### src/rtl/cond_issue_stage.sv
// Conditional issue stage: holds NZCV, evaluates condition codes against it,
// forwards passing instructions to the ALU and stalls on in-flight flag writers.
module cond_issue_stage #(
  parameter int DATA_W   = 32,
  parameter int MAX_PEND = 3
) (
  input  logic                     clk,
  input  logic                     rst_n,
  input  logic                     flush,
  input  logic                     in_valid,
  output logic                     in_ready,
  input  logic [3:0]               in_cond,
  input  logic                     in_setflags,
  input  logic [3:0]               in_opcode,
  input  logic signed [DATA_W-1:0] in_a,
  input  logic signed [DATA_W-1:0] in_b,
  output logic                     out_valid,
  input  logic                     out_ready,
  output logic [3:0]               out_opcode,
  output logic signed [DATA_W-1:0] out_a,
  output logic signed [DATA_W-1:0] out_b,
  output logic                     out_setflags,
  output logic                     squash,
  input  logic                     wb_flag_valid,
  input  logic [3:0]               wb_flags,
  output logic [3:0]               flags,
  output logic [15:0]              stall_cycles,
  output logic                     err_underflow
);

  localparam int PW = $clog2(MAX_PEND + 1);
  localparam logic [PW-1:0] PEND_FULL = PW'(MAX_PEND);

  typedef enum logic [1:0] {IDLE, ISSUED, HAZARD} state_t;

  state_t                     state_q, state_d;
  logic [PW-1:0]              pend_cnt_q, pend_cnt_d;
  logic [3:0]                 flags_q, flags_d;
  logic                       out_valid_q, out_valid_d;
  logic [3:0]                 out_opcode_q, out_opcode_d;
  logic signed [DATA_W-1:0]   out_a_q, out_a_d;
  logic signed [DATA_W-1:0]   out_b_q, out_b_d;
  logic                       out_setflags_q, out_setflags_d;
  logic                       squash_q, squash_d;
  logic [15:0]                stall_q, stall_d;
  logic                       err_q, err_d;

  logic                       wb_dec;
  logic [PW-1:0]              eff_pend;
  logic [3:0]                 eff_flags;
  logic                       pass, hazard, cap_stall, accept, acc_pass, acc_fail;

  function automatic logic cond_pass(input logic [3:0] c, input logic [3:0] f);
    logic n, z, cf, v;
    {n, z, cf, v} = f;
    case (c)
      4'b0000: cond_pass = 1'b1;
      4'b0001: cond_pass = z;
      4'b0010: cond_pass = !z && (n == v);
      4'b0011: cond_pass = (n != v);
      4'b0100: cond_pass = (n == v);
      4'b0101: cond_pass = z || (n != v);
      4'b0110: cond_pass = cf && !z;
      4'b0111: cond_pass = !cf;
      4'b1000: cond_pass = cf;
      default: cond_pass = 1'b0;
    endcase
  endfunction

  // Writeback bypass: a flag result arriving this cycle is visible to this cycle's decision.
  assign wb_dec    = wb_flag_valid && (pend_cnt_q != '0);
  assign eff_pend  = pend_cnt_q - PW'(wb_dec);
  assign eff_flags = wb_flag_valid ? wb_flags : flags_q;
  assign pass      = cond_pass(in_cond, eff_flags);
  assign hazard    = in_valid && (in_cond != 4'b0000) && (eff_pend != '0);
  assign cap_stall = in_setflags && (eff_pend == PEND_FULL);
  assign in_ready  = !flush && (!out_valid_q || out_ready) && !hazard && !cap_stall;
  assign accept    = in_valid && in_ready;
  assign acc_pass  = accept && pass;
  assign acc_fail  = accept && !pass;

  always_comb begin
    state_d        = state_q;
    pend_cnt_d     = pend_cnt_q;
    out_valid_d    = out_valid_q;
    out_opcode_d   = out_opcode_q;
    out_a_d        = out_a_q;
    out_b_d        = out_b_q;
    out_setflags_d = out_setflags_q;
    squash_d       = 1'b0;
    flags_d        = eff_flags;
    err_d          = err_q | (wb_flag_valid && (pend_cnt_q == '0));
    stall_d        = stall_q;
    if (state_q == HAZARD && stall_q != 16'hFFFF) stall_d = stall_q + 16'd1;

    if (flush) begin
      state_d     = IDLE;
      pend_cnt_d  = '0;
      out_valid_d = 1'b0;
    end else begin
      pend_cnt_d = eff_pend + PW'(acc_pass && in_setflags);
      squash_d   = acc_fail;
      if (acc_pass) begin
        out_valid_d    = 1'b1;
        out_opcode_d   = in_opcode;
        out_a_d        = in_a;
        out_b_d        = in_b;
        out_setflags_d = in_setflags;
      end else if (out_valid_q && out_ready) begin
        out_valid_d = 1'b0;
      end
      // HAZARD tracks a held, blocked instruction; out_valid drains independently of it.
      if (hazard)           state_d = HAZARD;
      else if (out_valid_d) state_d = ISSUED;
      else                  state_d = IDLE;
    end
  end

  always_ff @(posedge clk or negedge rst_n) begin
    if (!rst_n) begin
      state_q        <= IDLE;
      pend_cnt_q     <= '0;
      flags_q        <= 4'b0000;
      out_valid_q    <= 1'b0;
      out_opcode_q   <= 4'b0000;
      out_a_q        <= '0;
      out_b_q        <= '0;
      out_setflags_q <= 1'b0;
      squash_q       <= 1'b0;
      stall_q        <= 16'd0;
      err_q          <= 1'b0;
    end else begin
      state_q        <= state_d;
      pend_cnt_q     <= pend_cnt_d;
      flags_q        <= flags_d;
      out_valid_q    <= out_valid_d;
      out_opcode_q   <= out_opcode_d;
      out_a_q        <= out_a_d;
      out_b_q        <= out_b_d;
      out_setflags_q <= out_setflags_d;
      squash_q       <= squash_d;
      stall_q        <= stall_d;
      err_q          <= err_d;
    end
  end

  assign out_valid     = out_valid_q;
  assign out_opcode    = out_opcode_q;
  assign out_a         = out_a_q;
  assign out_b         = out_b_q;
  assign out_setflags  = out_setflags_q;
  assign squash        = squash_q;
  assign flags         = flags_q;
  assign stall_cycles  = stall_q;
  assign err_underflow = err_q;

endmodule

### config.mk
export PLATFORM = sky130hd
export DESIGN_NAME = cond_issue_stage
export DESIGN_NICKNAME = d
export VERILOG_FILES = /design/src/rtl/cond_issue_stage.sv
export SDC_FILE = /design/constraint.sdc
export NUM_CORES = 1
export LEC_CHECK = 0
export CAP_MARGIN = 40
export CORE_ASPECT_RATIO = 2
export CORE_MARGIN = 4
export CORE_UTILIZATION = 25
export CTS_CLUSTER_DIAMETER = 60
export DETAILED_ROUTE_END_ITERATION = 16
export DONT_BUFFER_PORTS = 1
export PLACE_DENSITY = 0.36
export SLEW_MARGIN = 20
export SYNTH_ARGS = -nofsm -noshare
export SYNTH_HDL_FRONTEND = slang
export SYNTH_SLANG_ARGS = --single-unit
### constraint.sdc
create_clock -name clk -period 6.7 [get_ports clk]
set_input_delay 0.67 -clock clk [delete_from_list [all_inputs] [get_ports clk]]
set_output_delay 0.67 -clock clk [all_outputs]
set_load 0.02 [all_outputs]
Yosys cells after proc, flatten, opt, wreduce, memory -nomap -nowiden. Cells that the tools add are included. Widths: inputs -> output; s select.

Register bits after elaboration: 96. Input port bits: 83. Output and inout port bits: 93. Word-level logic and storage cells: 71.

$add $sub $neg: 3. Eq/ne operators: 13. Multiplexer cells: 11. Bitwise gates (word level): 2. Reductions and logical operators: 31.

Operator list (number): $add 16x1->16 const B (1); $eq 4x3->1 const B (4); $logic_and 1x1->1 (16); $ne 16x16->1 const B (1); $pmux 1 s9 (1); $eq 4x2->1 const B (2); $logic_not 1->1 (7); $mux 1 (6); $mux 2 (3); $eq 2x2->1 const B (2); $eq 4x1->1 const B (1); $eq 4x4->1 const B (1); $logic_not 4->1 (1); $mux 4 (1); $reduce_bool 2->1 (2); $reduce_bool 4->1 (1); $add 2x1->2 (1); $logic_not 2->1 (1); $logic_or 1x1->1 (2); $reduce_and 2->1 (1); $sub 2x1->2 (1); $eq 1x1->1 (1); $ne 1x1->1 (1); $not 1->1 (1); $or 1x1->1 (1).

Longest topological paths before layout.
Depth after elaboration: 15. Depth in mapped cells: 14. Gate-level depth less buffers: 11.

Least setup slack after synthesis. OpenSTA, ideal clock, no wires.

Path type: input port to flip-flop. Start: input port wb_flag_valid. End: register pend_cnt_q[0]. Data arrival time: 2.838 ns. Path slack: 3.745 ns. Cell stages on the path: 13. Path buffers: 4. Cell sequence: buf_2 -> nor2b_1 -> ha_1 -> xor2_1 -> o211a_1 -> and4bb_2 -> o31a_1 -> buf_6 -> buf_6 -> buf_8 -> and2_1 -> ha_1 -> nor2b_1.

Longest elaborated chain between the ends: 12.

RTL lines: start, declared (line 24) `input logic wb_flag_valid,`; $logic_and 1x1->1 (line 71) `assign wb_dec = wb_flag_valid && (pend_cnt_q != '0);`; $sub 2x1->2 (line 72) `assign eff_pend = pend_cnt_q - PW'(wb_dec);`; $reduce_bool 2->1 (line 75) `assign hazard = in_valid && (in_cond != 4'b0000) && (eff_pend != '0);`; $logic_and 1x1->1 (line 75); $logic_not 1->1 (line 77) `assign in_ready = !flush && (!out_valid_q || out_ready) && !hazard && !cap_stall;`; $logic_and 1x1->1 (2 in series) (line 77); $logic_and 1x1->1 (line 78) `assign accept = in_valid && in_ready;`; $logic_and 1x1->1 (line 79) `assign acc_pass = accept && pass;`; $logic_and 1x1->1 (line 101) `pend_cnt_d = eff_pend + PW'(acc_pass && in_setflags);`; $add 2x1->2 (*) (line 101); $mux 2 (*) (line 96) `if (flush) begin`; net pend_cnt_d[0] (line 37) `logic [PW-1:0] pend_cnt_q, pend_cnt_d;`; end signal, assigned (line 134) `pend_cnt_q <= pend_cnt_d;`; end, declared (line 37).

The timed path passes the listed nets; every way through them passes the cells marked *. A chain may end at the register's enable or synchronous reset.

Worst setup path in the final report.
Start: register pend_cnt_q[1]. End: register out_a_q[24] (netlist: out_a[24]).

Longest elaborated chain between the ends: 11.

RTL lines: $reduce_bool 2->1 (line 71); $logic_and 1x1->1 (line 71); $sub 2x1->2 (*) (line 72); $reduce_bool 2->1 (line 75); $logic_and 1x1->1 (line 75); $logic_not 1->1 (line 77); $logic_and 1x1->1 (line 77); $logic_and 1x1->1 (*) (line 77); $logic_and 1x1->1 (*) (line 78); $logic_and 1x1->1 (*) (line 79); $reduce_and 2->1 (no source line) (*); end signal, assigned (line 138) `out_a_q <= out_a_d;`; end, declared (line 41) `logic signed [DATA_W-1:0] out_a_q, out_a_d;`.

Mark *: on every way between the ends. The rest lies on a longest branch, timed or not.

==> flow_metrics.env <==
export IMPL_status="complete, no violations"
export IMPL_reg2reg_depth=9
export IMPL_critPathBufInv=1
export IMPL_required_ps=6930
export IMPL_min_path_type="in2async"
export IMPL_rsz0062_at_grt="no"
export IMPL_ir_drop_mv=0.1638
export IMPL_routedWlPerCell_um=20.74
export IMPL_synthCells=276
export IMPL_track_usage_pct=11.14
export IMPL_antenna_found_initial=0
export IMPL_place_congestion=0.6902
export IMPL_synth_area_per_cell_um2=14.48
export IMPL_post_route_drc_count=0
export IMPL_syn_cell_area_um2=3998
export IMPL_cp_max_fo=38
export IMPL_ys_types=43
export IMPL_synth_ff_type="dfrtp_1"
export IMPL_ys_top_cells_by_count="96 x dfrtp_1, 64 x mux2_2, 13 x xnor2_1"
export IMPL_synth_most_common_cell="dfrtp_1"
export IMPL_cp_cell_sequence="nor2_1, nor2b_1, ha_1, xor2_1, o211a_1, and4bb_2, o31a_2, buf_4, mux2_2"
export IMPL_clock_fmax_ghz=0.3446
export IMPL_yosysTopAreaCell="dfrtp_1"
export IMPL_globalRoute_totalOverflow=0
export IMPL_initial_core_util_pct=25.34
export IMPL_finalInstanceArea_um2=4584
export IMPL_drt_iter0_drc=48
export IMPL_synth_seq_cells=96
export IMPL_worstPathArrival_ps=3140
export IMPL_port_buffers=0
export IMPL_num_io_pins=176
export IMPL_drt_total_wl_mm=10.10
export IMPL_synth_top_area_share_pct=60.09
export IMPL_cts_setup_buffers=0
export IMPL_num_vias=2182
export IMPL_reg2reg_from="pend_cnt_q[1]$_DFF_PN0_"
export IMPL_fin_nets=368
export IMPL_die_w_um=97.42
export IMPL_cts_tree="built"
export IMPL_dieArea_um2=18200
export IMPL_fin_crit_sh_pct=43.32
export IMPL_tns_ps=0
export IMPL_critPathTopFamily="compound AO/OA/AOI/OAI gates"
export IMPL_first_pass_iters=4
export IMPL_p_per_area_nw_per_um2=479.8
export IMPL_cts_buffers=9
export IMPL_synth_edff_count=0
export IMPL_max_slew_margin_pct=57.95
export IMPL_chipHeight_um=186.8
export IMPL_via_per_inst=4.480
export IMPL_core_um2=15780
export IMPL_synth_seq_area_share_pct=60.09
export IMPL_antenna_cells=0
export IMPL_yosys_warnings=0
export IMPL_ys_top_cells_by_area="dfrtp_1 60%, mux2_2 18%, mux2_4 3.4%, xnor2_1 2.8%, xor2_1 1.3%"
export IMPL_worst_setup_path_type="reg2reg"
export IMPL_setup_viol=0
export IMPL_cts_root_buf="clkbuf_16"
export IMPL_dpl_cell_area_um2=4207
export IMPL_rrSetupSlack_ps=3800
export IMPL_drv_slew=0
export IMPL_critPathLaunchType="register"
export IMPL_async_flop_share_pct=100.0
export IMPL_clock_path_buffers=2
export IMPL_clock_sinks=96
export IMPL_maxCapViolCount=0
export IMPL_rr_endpoint="out_a[24]$_DFFE_PN0P_"
export IMPL_worst_pin_slew_ps=629.4
export IMPL_clk_insertion_delay_late_ps=350
export IMPL_hold_viol_final=0
export IMPL_min_period_ps=2902
export IMPL_htree_num_levels=3
export IMPL_dpl_hpwl_mm=7.202
export IMPL_row_count=65
export IMPL_syn_to_final_growth_pct=14.68
export IMPL_endpoint_kind="register"
export IMPL_grt_pass1_vias=2438
export IMPL_synth_nets=362
export IMPL_p_leak_uw=0.001944
export IMPL_skew_ps=10.11
export IMPL_grt_first_pass_wirelength_mm=15.13
export IMPL_crit_path_top_delay_cell="buf_4"
export IMPL_path_clk_slew_ps=70
export IMPL_grt_max_degree=65
export IMPL_cpPeakStageDelay_ps=480
export IMPL_ant_nets=0
export IMPL_drive_gt1_share_pct=33.22
==> metrics by stage <==
step | setup WS, ps | cells | power, µW | utilization [%] | hold WS [ps]
floorplan | 3745 | 276 | 1529 | - | 374.4
global placement | 3058 | 468 | 1644 | 26.53 | 377.3
detailed placement | 3586 | 469 | 1656 | 26.66 | 376.9
CTS | 3733 | 487 | 2250 | 29.06 | 123.1
global route | 3582 | 487 | 2314 | 29.06 | 123.0
finish | 3798 | 487 | 2199 | 29.06 | 133.8
==> repair_timing <==
action | 4_1_cts | 5_1_grt
resized for setup | 0 | 0
endpoints found under the hold margin | 64 | 0
hold buffers | 3 | 0
==> cell families (layout without fill, tap and decap cells) <==
logic type,count (synthesis),count (layout),synth area share (%)
AND/OR/NAND/NOR,53,53,7.543
AO/OA/AOI/OAI,14,14,2.536
adder cells (fa/ha/maj),3,3,0.9391
multiplexers,76,76,22.47
flip-flops,96,96,60.09
buffers and inverters,15,25,2.253
XOR/XNOR,19,19,4.163
==> power by group <==
group          leakage (µW)  switching, µW  internal [µW]
Combinational      0.000607            129            228
Clock              0.000155            226            335
Sequential          0.00118            472            810
==> metal layers <==
layer / global-route usage (%) / share of wire, % / wire, µm / vias up
li1: - / - / - / 987
met1: 9.718 / 31 / 3116 / 1111
met2: 21.73 / 61 / 6131 / 76
met3: 4.255 / 6.8 / 690 / 8
met4: 4.960 / 1.6 / 163 / 0
met5: 0 / 0 / 0 / -
==> final cells by class <==
type                            instances  area [µm²]
Timing Repair Buffer                    5       85.08
Fill cell                            1638       11190
Clock buffer                           10       239.0
Sequential cell                        96        2402
Tap cell                              201       251.5
Inverter                                5       18.77
Clock inverter                          5       81.33
Multi-Input combinational cell        165        1506
==> state kept, by name, summed over array words and instances (netlist names) <==
register / count
err_underflow: 1
flags: 4
out_a: 32
out_b: 32
out_opcode: 4
out_setflags: 1
out_valid: 1
pend_cnt_q: 2
squash: 1
stall_cycles: 16
state_q: 2
==> placed cells by master, fill, tap and decap left out, drive strengths merged, types with 3 or more instances in the layout <==
| cell | Yosys | routed |
|---|---|---|
| mux2 | 73 | 73 |
| xor2 | 6 | 6 |
| xnor2 | 13 | 13 |
| buf | 9 | 4 |
| nand2 | 10 | 10 |
| and3 | 4 | 4 |
| nand4 | 6 | 6 |
| ha | 3 | 3 |
| nor2 | 7 | 7 |
| dfrtp | 96 | 96 |
| clkbuf | 1 | 10 |
| nand3 | 4 | 4 |
| nor2b | 7 | 7 |
| inv | 5 | 5 |
==> worst max-delay path by stage <==
| stage | start | endpoint | slack (ps) | depth (start not counted) |
|---|---|---|---|---|
| 3_5_place_dp | wb_flags[3] | out_a[24]$_DFFE_PN0P_ | 3590 | 6 |
| 5_1_grt | pend_cnt_q[1]$_DFF_PN0_ | out_a[24]$_DFFE_PN0P_ | 3580 | 9 |
| 3_3_place_gp | wb_flags[3] | out_b[4]$_DFFE_PN0P_ | 3060 | 6 |
| 4_1_cts | pend_cnt_q[1]$_DFF_PN0_ | out_a[24]$_DFFE_PN0P_ | 3730 | 9 |
| 6_report | pend_cnt_q[1]$_DFF_PN0_ | out_a[24]$_DFFE_PN0P_ | 3800 | 9 |
| 2_1_floorplan | wb_flag_valid | pend_cnt_q[0]$_DFF_PN0_ | 3740 | 13 |
No activity file was read; power rests on OpenSTA's default activity.
